==> src/rtl/add_step_ctrl.sv <==
// rtl/add_step_ctrl.sv - up/down step counter sequencer that shares one external 8-bit add/sub stage
// Optional signed counting is built when ADD_STEP_SIGNED_EN is defined.
module add_step_ctrl #(
  parameter logic [7:0] STEP_DEF  = 8'd1,
  parameter logic [7:0] LIMIT_DEF = 8'hFF
) (
  input  logic       clk,
  input  logic       rst_n,
  input  logic       cmd_valid,
  output logic       cmd_ready,
  input  logic [1:0] cmd_op,
  input  logic [7:0] cmd_data,
  input  logic       en,
  input  logic       dir,
  input  logic       sat,
`ifdef ADD_STEP_SIGNED_EN
  input  logic       signed_mode,
`endif
  output logic [7:0] add_x,
  output logic [7:0] add_y,
  output logic       add_cin,
  input  logic [7:0] add_result,
  input  logic       add_carry,
  input  logic       add_overflow,
  output logic [7:0] count,
  output logic       tc,
  output logic       ovf,
  output logic       cnt_zero
);

  typedef enum logic [1:0] {
    ST_IDLE  = 2'd0,
    ST_STEP  = 2'd1,
    ST_CHECK = 2'd2
  } state_t;

  localparam logic [1:0] OP_LOAD      = 2'b00;
  localparam logic [1:0] OP_SET_STEP  = 2'b01;
  localparam logic [1:0] OP_SET_LIMIT = 2'b10;
  localparam logic [1:0] OP_CLEAR     = 2'b11;

  state_t     state, state_nxt;
  logic [7:0] step, limit;
  logic       dir_r, sat_r, wrap_r, sgn_r;

  logic       wrap, ge, floor_hit, terminal;
  logic [7:0] clamp, term_count;

`ifdef ADD_STEP_SIGNED_EN
  always_ff @(posedge clk or negedge rst_n) begin
    if (!rst_n) begin
      sgn_r <= 1'b0;
    end else if (state == ST_IDLE && !cmd_valid && en) begin
      sgn_r <= signed_mode;
    end
  end
`else
  assign sgn_r = 1'b0;
`endif

  // STEP and CHECK both read the shared adder; these decode its outputs per phase.
  assign wrap      = sgn_r ? add_overflow : (dir_r ? ~add_carry : add_carry);
  assign clamp     = sgn_r ? (dir_r ? 8'h80 : 8'h7F) : (dir_r ? 8'h00 : 8'hFF);
  assign ge        = sgn_r ? ~(add_result[7] ^ add_overflow) : add_carry;
  assign floor_hit = (count == (sgn_r ? 8'h80 : 8'h00));
  assign terminal  = dir_r ? (wrap_r | floor_hit) : ge;
  assign term_count = dir_r ? (sat_r ? count : limit) : (sat_r ? limit : 8'h00);

  assign cnt_zero = (count == 8'h00);

  always_comb begin
    state_nxt = state;
    cmd_ready = 1'b0;
    add_x     = count;
    add_y     = 8'h00;
    add_cin   = 1'b0;
    case (state)
      ST_IDLE: begin
        cmd_ready = 1'b1;
        if (!cmd_valid && en) state_nxt = ST_STEP;
      end
      ST_STEP: begin
        add_y     = step;
        add_cin   = dir_r;
        state_nxt = ST_CHECK;
      end
      ST_CHECK: begin
        add_y     = limit;
        add_cin   = 1'b1;
        state_nxt = ST_IDLE;
      end
      default: state_nxt = ST_IDLE;
    endcase
  end

  always_ff @(posedge clk or negedge rst_n) begin
    if (!rst_n) begin
      state  <= ST_IDLE;
      count  <= 8'h00;
      step   <= STEP_DEF;
      limit  <= LIMIT_DEF;
      tc     <= 1'b0;
      ovf    <= 1'b0;
      dir_r  <= 1'b0;
      sat_r  <= 1'b0;
      wrap_r <= 1'b0;
    end else begin
      state <= state_nxt;
      tc    <= 1'b0;
      case (state)
        ST_IDLE: begin
          if (cmd_valid) begin
            case (cmd_op)
              OP_LOAD:      count <= cmd_data;
              OP_SET_STEP:  step  <= cmd_data;
              OP_SET_LIMIT: limit <= cmd_data;
              OP_CLEAR: begin
                count <= 8'h00;
                ovf   <= 1'b0;
              end
              default: ;
            endcase
          end else if (en) begin
            dir_r <= dir;
            sat_r <= sat;
          end
        end
        ST_STEP: begin
          wrap_r <= wrap;
          if (wrap) ovf <= 1'b1;
          count <= (wrap && sat_r) ? clamp : add_result;
        end
        ST_CHECK: begin
          if (terminal) begin
            tc    <= 1'b1;
            count <= term_count;
          end
        end
        default: ;
      endcase
    end
  end

endmodule
==> config.mk <==
export PLATFORM = sky130hd
export DESIGN_NAME = add_step_ctrl
export DESIGN_NICKNAME = d
export VERILOG_FILES = /design/src/rtl/add_step_ctrl.sv
export SDC_FILE = /design/constraint.sdc
export NUM_CORES = 1
export LEC_CHECK = 0
export CORE_MARGIN = 2
export CORE_UTILIZATION = 47
export DETAILED_ROUTE_END_ITERATION = 16
export PLACE_DENSITY = 0.83
export SLEW_MARGIN = 20
export SYNTH_ARGS = -nofsm -noshare
export SYNTH_HDL_FRONTEND = slang
export SYNTH_SLANG_ARGS = --single-unit
export TNS_END_PERCENT = 5
==> constraint.sdc <==
create_clock -name clk -period 2.7 [get_ports clk]
set_input_delay 0.81 -clock clk [delete_from_list [all_inputs] [get_ports clk]]
set_output_delay 0.81 -clock clk [all_outputs]
set_load 0.05 [all_outputs]
### Word-level counts from Yosys, hierarchy flattened

Cells that the tools add are included.

* output and inout port bits: 29
* ROM bits: 0
* input bits: 26
* memories kept: 0
* bits in writable memories: 0
* bits in registers: 31
* bits in latches: 0
* logic and storage cells: 59

* shift operators: 0
* add/sub/neg operators: 0
* $mul: 0
* $lt $le $gt $ge: 0
* mux-type cells: 22
* divide/modulo/power cells: 0
* eq/ne operators: 12
* reductions and logical operators: 13
* bitwise logic cells: 3

Operators by type and width (count)
* 8-bit 2-to-1 mux: 7
* 8-bit one-hot mux with 2 select lines: 2
* 8-bit one-hot mux with 3 select lines: 1
* 3-bit AND reduction: 3
* 8-bit logical NOT: 1
* 1-bit 2-to-1 mux: 8
* 2-bit != test, second input constant: 4
* 2-bit equality test, second input constant: 3
* 5-bit AND reduction: 1
* 2-bit by 1-bit equality test with 1-bit output, second input constant: 2
* 2-bit logical NOT: 2
* 1-bit one-hot mux with 2 select lines: 2
* 2-bit one-hot mux with 2 select lines: 1
* 4-bit AND reduction: 1
* 3-bit by 1-bit != test with 1-bit output, second input constant: 1
* 3-bit != test, second input constant: 1
* 3-bit nonzero test: 1
* 1-bit logical AND: 2
* 2-bit 2-to-1 mux: 1
* 2-bit by 1-bit != test with 1-bit output, second input constant: 1
* 1-bit inverter: 2
* 2-bit nonzero test: 1
* 1-bit logical NOT: 1
* 1-bit bitwise OR: 1

### Longest topological paths before layout

Gate-level depths: netlist (run 1).

* depth after elaboration: 5
* depth in mapped cells: 6
* gate-level depth less buffers: 6

### Least setup slack after synthesis (run 1)

Ideal clock, no wire load.

* path type: register to output
* start: register count[5], in the netlist add_x[5]
* end: output port cnt_zero
* required time: 1.890 ns
* cell stages (with the launch flop): 3
* arrival time: 1.836 ns
* path slack: 0.054 ns
* buffers on the path: 0
* cell sequence: dfrtp_1 or4_1 nor2_1

* cells in the longest elaborated chain, start to end: 1

Ends and longest elaborated chain
* start, declared: RTL line 25 `output logic [7:0] count,`
* start signal, assigned: RTL line 114 `OP_LOAD: count <= cmd_data;`
* start signal, assigned: RTL line 131 `count <= (wrap && sat_r) ? clamp : add_result;`
* start signal, assigned: RTL line 136 `count <= term_count;`
* 8-bit logical NOT: RTL line 69 `assign cnt_zero = (count == 8'h00);`
* end, declared: RTL line 28 `output logic cnt_zero`

Every way passes these cells.

### Worst setup path after layout (run 1)

* start: register state[0]
* end: output port add_y[1]

* cells in the longest elaborated chain, start to end: 2
* elaborated cells between the ends (all ways): 3
* classes of those cells: 2 x eq/ne; 1 x mux

Ends and longest elaborated chain
* start, declared: RTL line 42 `state_t state, state_nxt;`
* start signal, assigned: RTL line 108 `state <= state_nxt;`
* 2-bit equality test / 2-bit by 1-bit equality test with 1-bit output (equally long branches): RTL line 77 `case (state)`
* 8-bit one-hot mux with 2 select lines *: RTL line 77
* end, declared: RTL line 20 `output logic [7:0] add_y,`

Every way passes the cells marked *; elsewhere a longest branch is shown, timed or not.

==> results of run 1 <==
## power breakdown
group	switching, mW	internal, mW
Combinational	1.26	1.03
Clock	0.187	0.298
Sequential	0.214	0.736
Total	1.66	2.07
## synthesized netlist by cell type (5+ instances only)
master,instances,area [um^2]
ha_1,5,62.6
a2bb2oi_1,8,70.1
nor2_1,5,18.8
nor2b_1,9,56.3
a22oi_1,16,120
mux2_2,14,158
clkbuf_1,8,30.0
o21ai_0,11,55.1
mux2_4,8,120
buf_4,8,60.1
dfrtp_1,22,551
dfstp_2,9,236
a21oi_1,13,65.1
## critical path, cell delays in order (launching register included)
cell and delay, ps:
dfrtp_1 430, inv_1 140, ha_2 470, nor2b_1 280, buf_12 170
## worst max path at each step
stage                               startpoint                    to  slack (ps)  depth (start not counted)
after floorplan           add_x[5]$_DFFE_PN0P_              cnt_zero          50                          2
after global routing      state[0]$_DFFE_PN0P_              add_y[3]           3                          4
after detailed placement             add_carry  add_x[3]$_DFFE_PN0P_         150                          5
after CTS                 state[0]$_DFFE_PN0P_              add_y[6]          70                          4
after global placement               add_carry  add_x[0]$_DFFE_PN0P_         180                          5
final                     state[0]$_DFFE_PN0P_              add_y[1]         100                          4
## what timing repair did
item | in CTS | in global routing
gates cloned | 0 | 0
resized for setup | 2 | 4
setup endpoints to repair | 9 | 2
## logic make-up after synthesis
logic type      count (synthesis)
compound gates                 53
simple gates                   28
mux                            26
fa+ha+maj                       5
buf+inv                        22
xor+xnor                        2
flops                          31
## cell usage in the layout (no fill, tap or decap), types with 3 or more instances in the layout
cell	count
dfrtp_1	22
dfstp_2	9
nand2_1	4
a2bb2oi_1	8
nor2b_1	8
o21ai_0	11
clkbuf_8	6
clkdlybuf4s50_1	42
nor2_1	5
inv_1	4
a22oi_1	16
buf_12	10
mux2_2	14
nand2b_1	3
a21oi_1	13
buf_4	6
mux2_4	8
mux2_1	4
## final cells by class
type,count,area share (%)
clock buffers,6,3.19
repair buffers,58,25.7
well taps,48,2.32
clock inverters,2,1.35
inverters,4,0.579
multi-input cells,114,36.5
flip-flops and latches,31,30.4
## metrics by stage
step / utilization (%) / setup slack [ps]
detailed placement: 66.3 / 149
global placement: 66.3 / 183
global route: 70.3 / 2.82
finish: 70.3 / 101
CTS: 69.6 / 70.8
floorplan: - / 54.5
## per-layer routing
metal	vias to the layer above	wire (um)	track usage [%]
met5	-	0	0
met3	8	315	6.81
met1	721	1910	27.4
met2	60	2120	35.6
met4	0	68	8.42
li1	699	-	-
## flip-flops by register name, summed over array words and instances (netlist names)
signal,count
dir_r,1
step,8
ovf,1
wrap_r,1
limit,8
sat_r,1
state,2
add_x,8
tc,1
==> impl_metrics.tcl, run 1 <==
set metrics [dict create \
    outcome "completed" \
    max_cap_viol_count 0 \
    place_congestion 0.806 \
    power_density_nw_per_um2 1440 \
    clock_sinks 31 \
    rsz0062_at_grt "no" \
    syn_area_per_cell_um2 10.9 \
    syn2layout_area_growth_pct 42.1 \
    timing.rr.start "add_x[5]$_DFFE_PN0P_" \
    drc 0 \
    avgRoutedWirePerCell_um 16.8 \
    synth-xor-area-share_pct 0.960 \
    crit_path_start_kind "register" \
    critPathKind "reg -> out" \
    reg2regPathDepth 4 \
    synth_warnings 0 \
    yosys.area_share.simple_pct 8.78 \
    synth_edf_count 0 \
    floorplan.initialDensity_pct 49.5 \
    arrival_ps 1790 \
    numPortBuffers 53 \
    synthCells 167 \
    finalCriticalPeriod_ps 2600 \
    cts_buffer_depth 2 \
    hp-class "reg -> reg" \
    skew_ps 9.16 \
    postRouteAntennaNets 0 \
    p_total_mw 3.73 \
    ys_dominant_reg_cell "dfrtp_1" \
    grt_pass1_vias 1513 \
    peakVddDrop_uv 709 \
    leakagePower_nw 1.08 \
    io_pins 55 \
    nets 245 \
    wirelength_um 4420 \
    grt_max_degree 32 \
    rrSetupSlack_ps 420 \
    fillCellCount 290 \
    finalMaxSlewViolations 0 \
    setup_viol 0 \
    crit_fanout 12 \
    synth_top_family_by_area "compound AO/OA/AOI/OAI gates" \
    finalSetupTns_ps 0 \
    grt_pass1_wl_um 7160 \
    design.die.area_um2 4400 \
    placedCellCount 255 \
    dp_hpwl_um 3160 \
    fin_crit_sh_pct 96.3 \
    hold_violations 0 \
    netlist_area_um2 1820 \
    cts_tree "yes" \
    max_freq_mhz 385 \
    final_area_um2 2590 \
    hold_path_startpoint "step[5]$_DFFE_PN0P_" \
    first_pass_iters 4 \
    cts_root_buf "clkbuf_8" \
    track_usage_pct 22.0 \
    synth-async-reset-ratio_pct 100 \
    clk_latency_ps 300 \
    core_um2 3690 \
    fin_cells 263 \
    cp-end-kind "primary output" \
    die_h_um 66.3 \
    antenna_found_initial 0 \
    postCtsHoldBufs 0 \
    muxShareOfSynthArea_pct 17.7 \
    ctsHtreeMaxLevel 2 \
    worst_pin_slew_ps 640 \
    post_cts_buffers 0 \
    seq_area_frac_synth_pct 43.1 \
    hold_ws_ps 510 \
    syn-num-nets 198 \
    ys_ff_latch 31 \
    synth_adder_area_share_pct 3.43 \
    grt_overflow 0 \
    vias 1488 \
    die_x_um 66.3 \
    clk_pin_slew_ps 70 \
    antenna_cells 0 \
    ys_types 29 \
    min_path_cells 1 \
    slew_headroom_pct 57.3 \
    placed_area_um2 2440 \
    cts-buffers-inserted 5 \
    drive_gt1_share_pct 27.9 \
    vias_per_cell 5.66 \
    seqCellArea_um2 787 \
    crit_required_ps 1890 \
    multi_input_area_um2 947 \
    rr_endpoint "add_x[1]$_DFFE_PN0P_" \
    drt-initial-drc-count 66 \
    synth_compound_area_share_pct 19.4 \
    holdPathEnd "step[5]$_DFFE_PN0P_" \
    num_rows 22 \
]
Power figures use the tool's default switching activity.
==> inputs of run 2 (changes only) <==
==> constraint.sdc (replaced) <==
create_clock -name clk -period 2.7 [get_ports clk]
set_input_delay 0.405 -clock clk [delete_from_list [all_inputs] [get_ports clk]]
set_output_delay 0.405 -clock clk [all_outputs]
set_load 0.05 [all_outputs]
==> run 2 against run 1 <==
  * Combinational power is 10% lower
  * Count of clock-buffer cells in the layout is 1 higher
  * Clock skew shrank 4.4 ps
  * Highest routed layer unchanged
  * Clock power fell by 29%
  * Wire length decreased by 4.9%
  * Cell count down 1.1%
  * Design area is 8.1% lower
  * Sequential cell count is the same
  * Global-route usage shrank 0.73 points
  * Largest power group unchanged
  * Register-to-register slack better by 30 ps
==> impl_metrics.tcl, run 2 (synthesis gave the netlist of run 1 again) <==
set metrics [dict create \
    grt_max_degree 32 \
    leakagePower_nw 1.01 \
    cts_buffer_depth 2 \
    floorplan.initialDensity_pct 49.5 \
    layout_setup_ws_ps 106 \
    die_x_um 66.3 \
    post_cts_buffers 0 \
    finalSetupTns_ps 0 \
    core_um2 3690 \
    cts-buffers-inserted 5 \
    drc 0 \
    avgRoutedWirePerCell_um 16.2 \
    first_pass_iters 4 \
    max_freq_mhz 386 \
    syn2layout_area_growth_pct 30.7 \
    grt_pass1_wl_um 7040 \
    track_usage_pct 21.3 \
    final_cell_mix "clkdlybuf4s50_1 (44), dfrtp_1 (22), a22oi_1 (16)" \
    num_rows 22 \
    outcome "completed" \
    rr_endpoint "add_x[0]$_DFFE_PN0P_" \
    design.die.area_um2 4400 \
    postRouteAntennaNets 0 \
    grt_overflow 0 \
    crit_fanout 4 \
    drive_gt1_share_pct 23.1 \
    vias 1456 \
    fillCellCount 325 \
    timing.rr.start "add_x[5]$_DFFE_PN0P_" \
    reg2regPathDepth 4 \
    setup_viol 0 \
    nets 242 \
    place_congestion 0.805 \
    skew_ps 4.75 \
    ctsHtreeMaxLevel 2 \
    pre_cts_slack_ps 404 \
    crit_required_ps 2300 \
    drt-initial-drc-count 67 \
    cp-end-kind "primary output" \
    hp-class "in -> async" \
    vias_per_cell 5.60 \
    clk_pin_slew_ps 60 \
    numPortBuffers 53 \
    antenna_cells 0 \
    rsz0062_at_grt "no" \
    layout_commonest_cell "clkdlybuf4s50_1" \
    clock_sinks 31 \
    fin_crit_sh_pct 96.1 \
    cts_root_buf "clkbuf_8" \
    rrSetupSlack_ps 450 \
    dp_hpwl_um 3140 \
    io_pins 55 \
    arrival_ps 2190 \
    crit_path_start_kind "register" \
    final_area_um2 2380 \
    slew_headroom_pct 59.1 \
    antenna_found_initial 0 \
    max_cap_viol_count 0 \
    finalMaxSlewViolations 0 \
    postCtsHoldBufs 0 \
    hold_violations 0 \
    cts_tree "yes" \
    placed_area_um2 2300 \
    critPathKind "reg -> out" \
    cts-resized-gates 0 \
    peakVddDrop_uv 705 \
    finalCriticalPeriod_ps 2590 \
    die_h_um 66.3 \
    clk_latency_ps 280 \
    worst_pin_slew_ps 613 \
    power_density_nw_per_um2 1410 \
    wirelength_um 4200 \
    grt_pass1_vias 1501 \
]
-- run 2: cell types whose count changed in the layout (fill, tap and decap cells not counted), sizes merged --
cell / change
clkdlybuf4s50: +2
clkbuf: +1
bufinv: -1
buf: -5
-- run 2: worst max path at each step --
stage,from,to,depth (start not counted)
6_report,add_x[5]$_DFFE_PN0P_,cnt_zero,3
5_1_grt,add_x[5]$_DFFE_PN0P_,cnt_zero,3
4_1_cts,add_x[1]$_DFFE_PN0P_,cnt_zero,3
3_5_place_dp,add_x[1]$_DFFE_PN0P_,cnt_zero,3
3_3_place_gp,add_x[1]$_DFFE_PN0P_,cnt_zero,3
2_1_floorplan,add_x[5]$_DFFE_PN0P_,add_x[0]$_DFFE_PN0P_,5
-- run 2: routing by layer --
| layer | global-route usage [%] | vias up | part of all wire [%] |
|---|---|---|---|
| li1 | - | 695 | - |
| met1 | 25.7 | 705 | 43 |
| met2 | 38.3 | 54 | 50 |
| met3 | 5.45 | 2 | 6.1 |
| met4 | 4.08 | 0 | 0.71 |
| met5 | 0 | - | 0 |
-- run 2: worst max-delay path, stage by stage, from the launching register on --
cell,delay [ps]
dfrtp_1,410
or4_1,560
nor2_1,130
clkdlybuf4s50_1,810
-- run 2: power breakdown --
group	internal [mW]	switching, mW
Combinational	0.850	1.21
Sequential	0.737	0.207
Clock	0.180	0.166
Total	1.77	1.59
-- run 2: area by class of cell --
class	instances	area (um^2)	area share [%]
clock inverters	1	5.00	0.210
well taps	48	60.1	2.52
clock buffers	7	76.3	3.20
inverters	4	15.0	0.630
repair buffers	55	523	21.9
multi-input cells	114	917	38.5
flip-flops and latches	31	787	33.0
-- run 2: metrics by stage --
stage	cells	hold WS [ps]	utilization (%)	power, mW
after CTS	260	512	64.6	3.36
after global routing	260	531	64.6	3.56
after global placement	252	487	62.4	2.93
after detailed placement	252	497	62.4	3.01
final	260	508	64.6	3.35
after floorplan	167	109	-	2.51
==> inputs of run 3 (changes only) <==
- CORE_UTILIZATION: 47 -> 49
- CTS_BUF_LIST: unset -> sky130_fd_sc_hd__clkbuf_4 sky130_fd_sc_hd__clkbuf_8
- PLACE_DENSITY: 0.83 -> 0.88
==> run 3 against run 2 <==
  * Count of clock-buffer cells in the layout stayed put
  * Design area is 0.31% higher
  * Die area is 3.8% lower
  * Critical path depth stayed put
  * Sequential power hardly changed
  * First-iteration DRC count is 37% higher
  * Sequential cell count stayed put
  * Clock power is 5.8% higher
  * Largest cell class unchanged
==> impl_metrics.tcl, run 3 (synthesis gave the netlist of run 1 again) <==
set metrics [dict create \
    drive_gt1_share_pct 24.1 \
    slew_headroom_pct 61.2 \
    critPathKind "reg -> out" \
    num_rows 22 \
    peakVddDrop_uv 725 \
    clk_latency_ps 290 \
    rsz0062_at_grt "no" \
    hold_ws_ps 508 \
    syn2layout_area_growth_pct 31.1 \
    die_h_um 65.0 \
    cts-buffers-inserted 5 \
    cts_root_buf "clkbuf_8" \
    cts_tree "yes" \
    pwr-share-seq_pct 28.1 \
    crit_fanout 4 \
    grt_pass1_vias 1424 \
    place_congestion 0.900 \
    track_usage_pct 21.0 \
    setup_viol 0 \
    final_cell_mix "clkdlybuf4s50_1 (44), dfrtp_1 (22), a22oi_1 (16)" \
    layout_commonest_cell "clkdlybuf4s50_1" \
    clock_sinks 31 \
    drc 0 \
    numPortBuffers 53 \
    worst_pin_slew_ps 582 \
    postCtsHoldBufs 0 \
    cts-resized-gates 0 \
    wirelength_um 4100 \
    avgRoutedWirePerCell_um 15.8 \
    finalSetupTns_ps 0 \
    rrSetupSlack_ps 440 \
    floorplan.initialDensity_pct 50.6 \
    leakagePower_nw 1.02 \
    grt_pass1_wl_um 6710 \
    crit_required_ps 2300 \
    swShare_pct 46.7 \
    vias 1482 \
    cp-end-kind "primary output" \
    core_um2 3610 \
    rr_endpoint "add_x[4]$_DFFE_PN0P_" \
    first_pass_iters 4 \
    net-switching-power_mw 1.57 \
    hp-class "in -> async" \
    post_cts_buffers 0 \
    arrival_ps 2170 \
    antenna_found_initial 0 \
    design.die.area_um2 4230 \
    ctsHtreeMaxLevel 2 \
    grt_max_degree 32 \
    nets 242 \
    power_density_nw_per_um2 1400 \
    clkPwrFrac_pct 10.9 \
    postRouteAntennaNets 0 \
    drt-initial-drc-count 92 \
    finalMaxSlewViolations 0 \
    hold_violations 0 \
    max_freq_mhz 388 \
    p_int_mw 1.79 \
    crit_path_start_kind "register" \
    die_x_um 65.0 \
    io_pins 55 \
    clk_pin_slew_ps 70 \
    cts_buffer_depth 2 \
    timing.rr.start "add_x[5]$_DFFE_PN0P_" \
    finalCriticalPeriod_ps 2580 \
    max_cap_viol_count 0 \
    antenna_cells 0 \
    vias_per_cell 5.70 \
    grt_overflow 0 \
    fillCellCount 280 \
    reg2regPathDepth 4 \
    dp_hpwl_um 2920 \
    fin_crit_sh_pct 95.4 \
    outcome "completed" \
    p_comb_share_pct 61.0 \
    skew_ps 8.62 \
]
-- run 3: cell count changes in the layout (fill, tap and decap cells not counted) --
cell      before  now
clkbuf_1       2    0
clkbuf_4       0    2
-- run 3: metrics by stage --
stage               worst slack (ps)  util, %  cell area, um^2  total power [mW]  instances
floorplan                        400        -             1820              2.51        167
global placement                 432     63.8             2300              2.93        252
detailed placement               425     63.8             2300              2.99        252
CTS                              119     66.3             2390              3.36        260
global route                    56.3     66.3             2390              3.55        260
finish                           125     66.3             2390              3.35        260
-- run 3: power by group through the flow --
stage	clock (mW)	combinational, mW	sequential (mW)
2_1_floorplan	0	1.44	1.07
3_3_place_gp	0	2.01	0.929
3_5_place_dp	0	2.05	0.948
4_1_cts	0.370	2.05	0.939
5_1_grt	0.394	2.18	0.973
6_report	0.366	2.05	0.942
-- run 3: how the worst max path moves through the flow --
stage	start	endpoint	depth (start not counted)
2_1_floorplan	add_x[5]$_DFFE_PN0P_	add_x[0]$_DFFE_PN0P_	5
3_3_place_gp	add_x[1]$_DFFE_PN0P_	cnt_zero	3
3_5_place_dp	add_x[1]$_DFFE_PN0P_	cnt_zero	3
4_1_cts	add_x[5]$_DFFE_PN0P_	cnt_zero	3
5_1_grt	add_x[5]$_DFFE_PN0P_	cnt_zero	3
6_report	add_x[5]$_DFFE_PN0P_	cnt_zero	3
-- run 3: worst max-delay path: stages (launching register included) --
cell and delay (ps):
dfrtp_1 410, or4_1 550, nor2_1 120, clkdlybuf4s50_1 810
-- run 3: metal layers --
metal	up-vias	global-route usage, %	share of wire, %
li1	695	-	-
met4	0	7.55	1.6
met3	9	6.77	5.7
met1	726	26.5	46
met2	52	33.6	46
met5	-	0	0
-- run 3: layout make-up --
class	count	area, um^2	share of cell area (%)
inverters	4	15.0	0.628
repair buffers	55	523	21.9
multi-input cells	114	917	38.4
flip-flops and latches	31	787	32.9
clock inverters	1	5.00	0.209
well taps	48	60.1	2.51
clock buffers	7	83.8	3.51
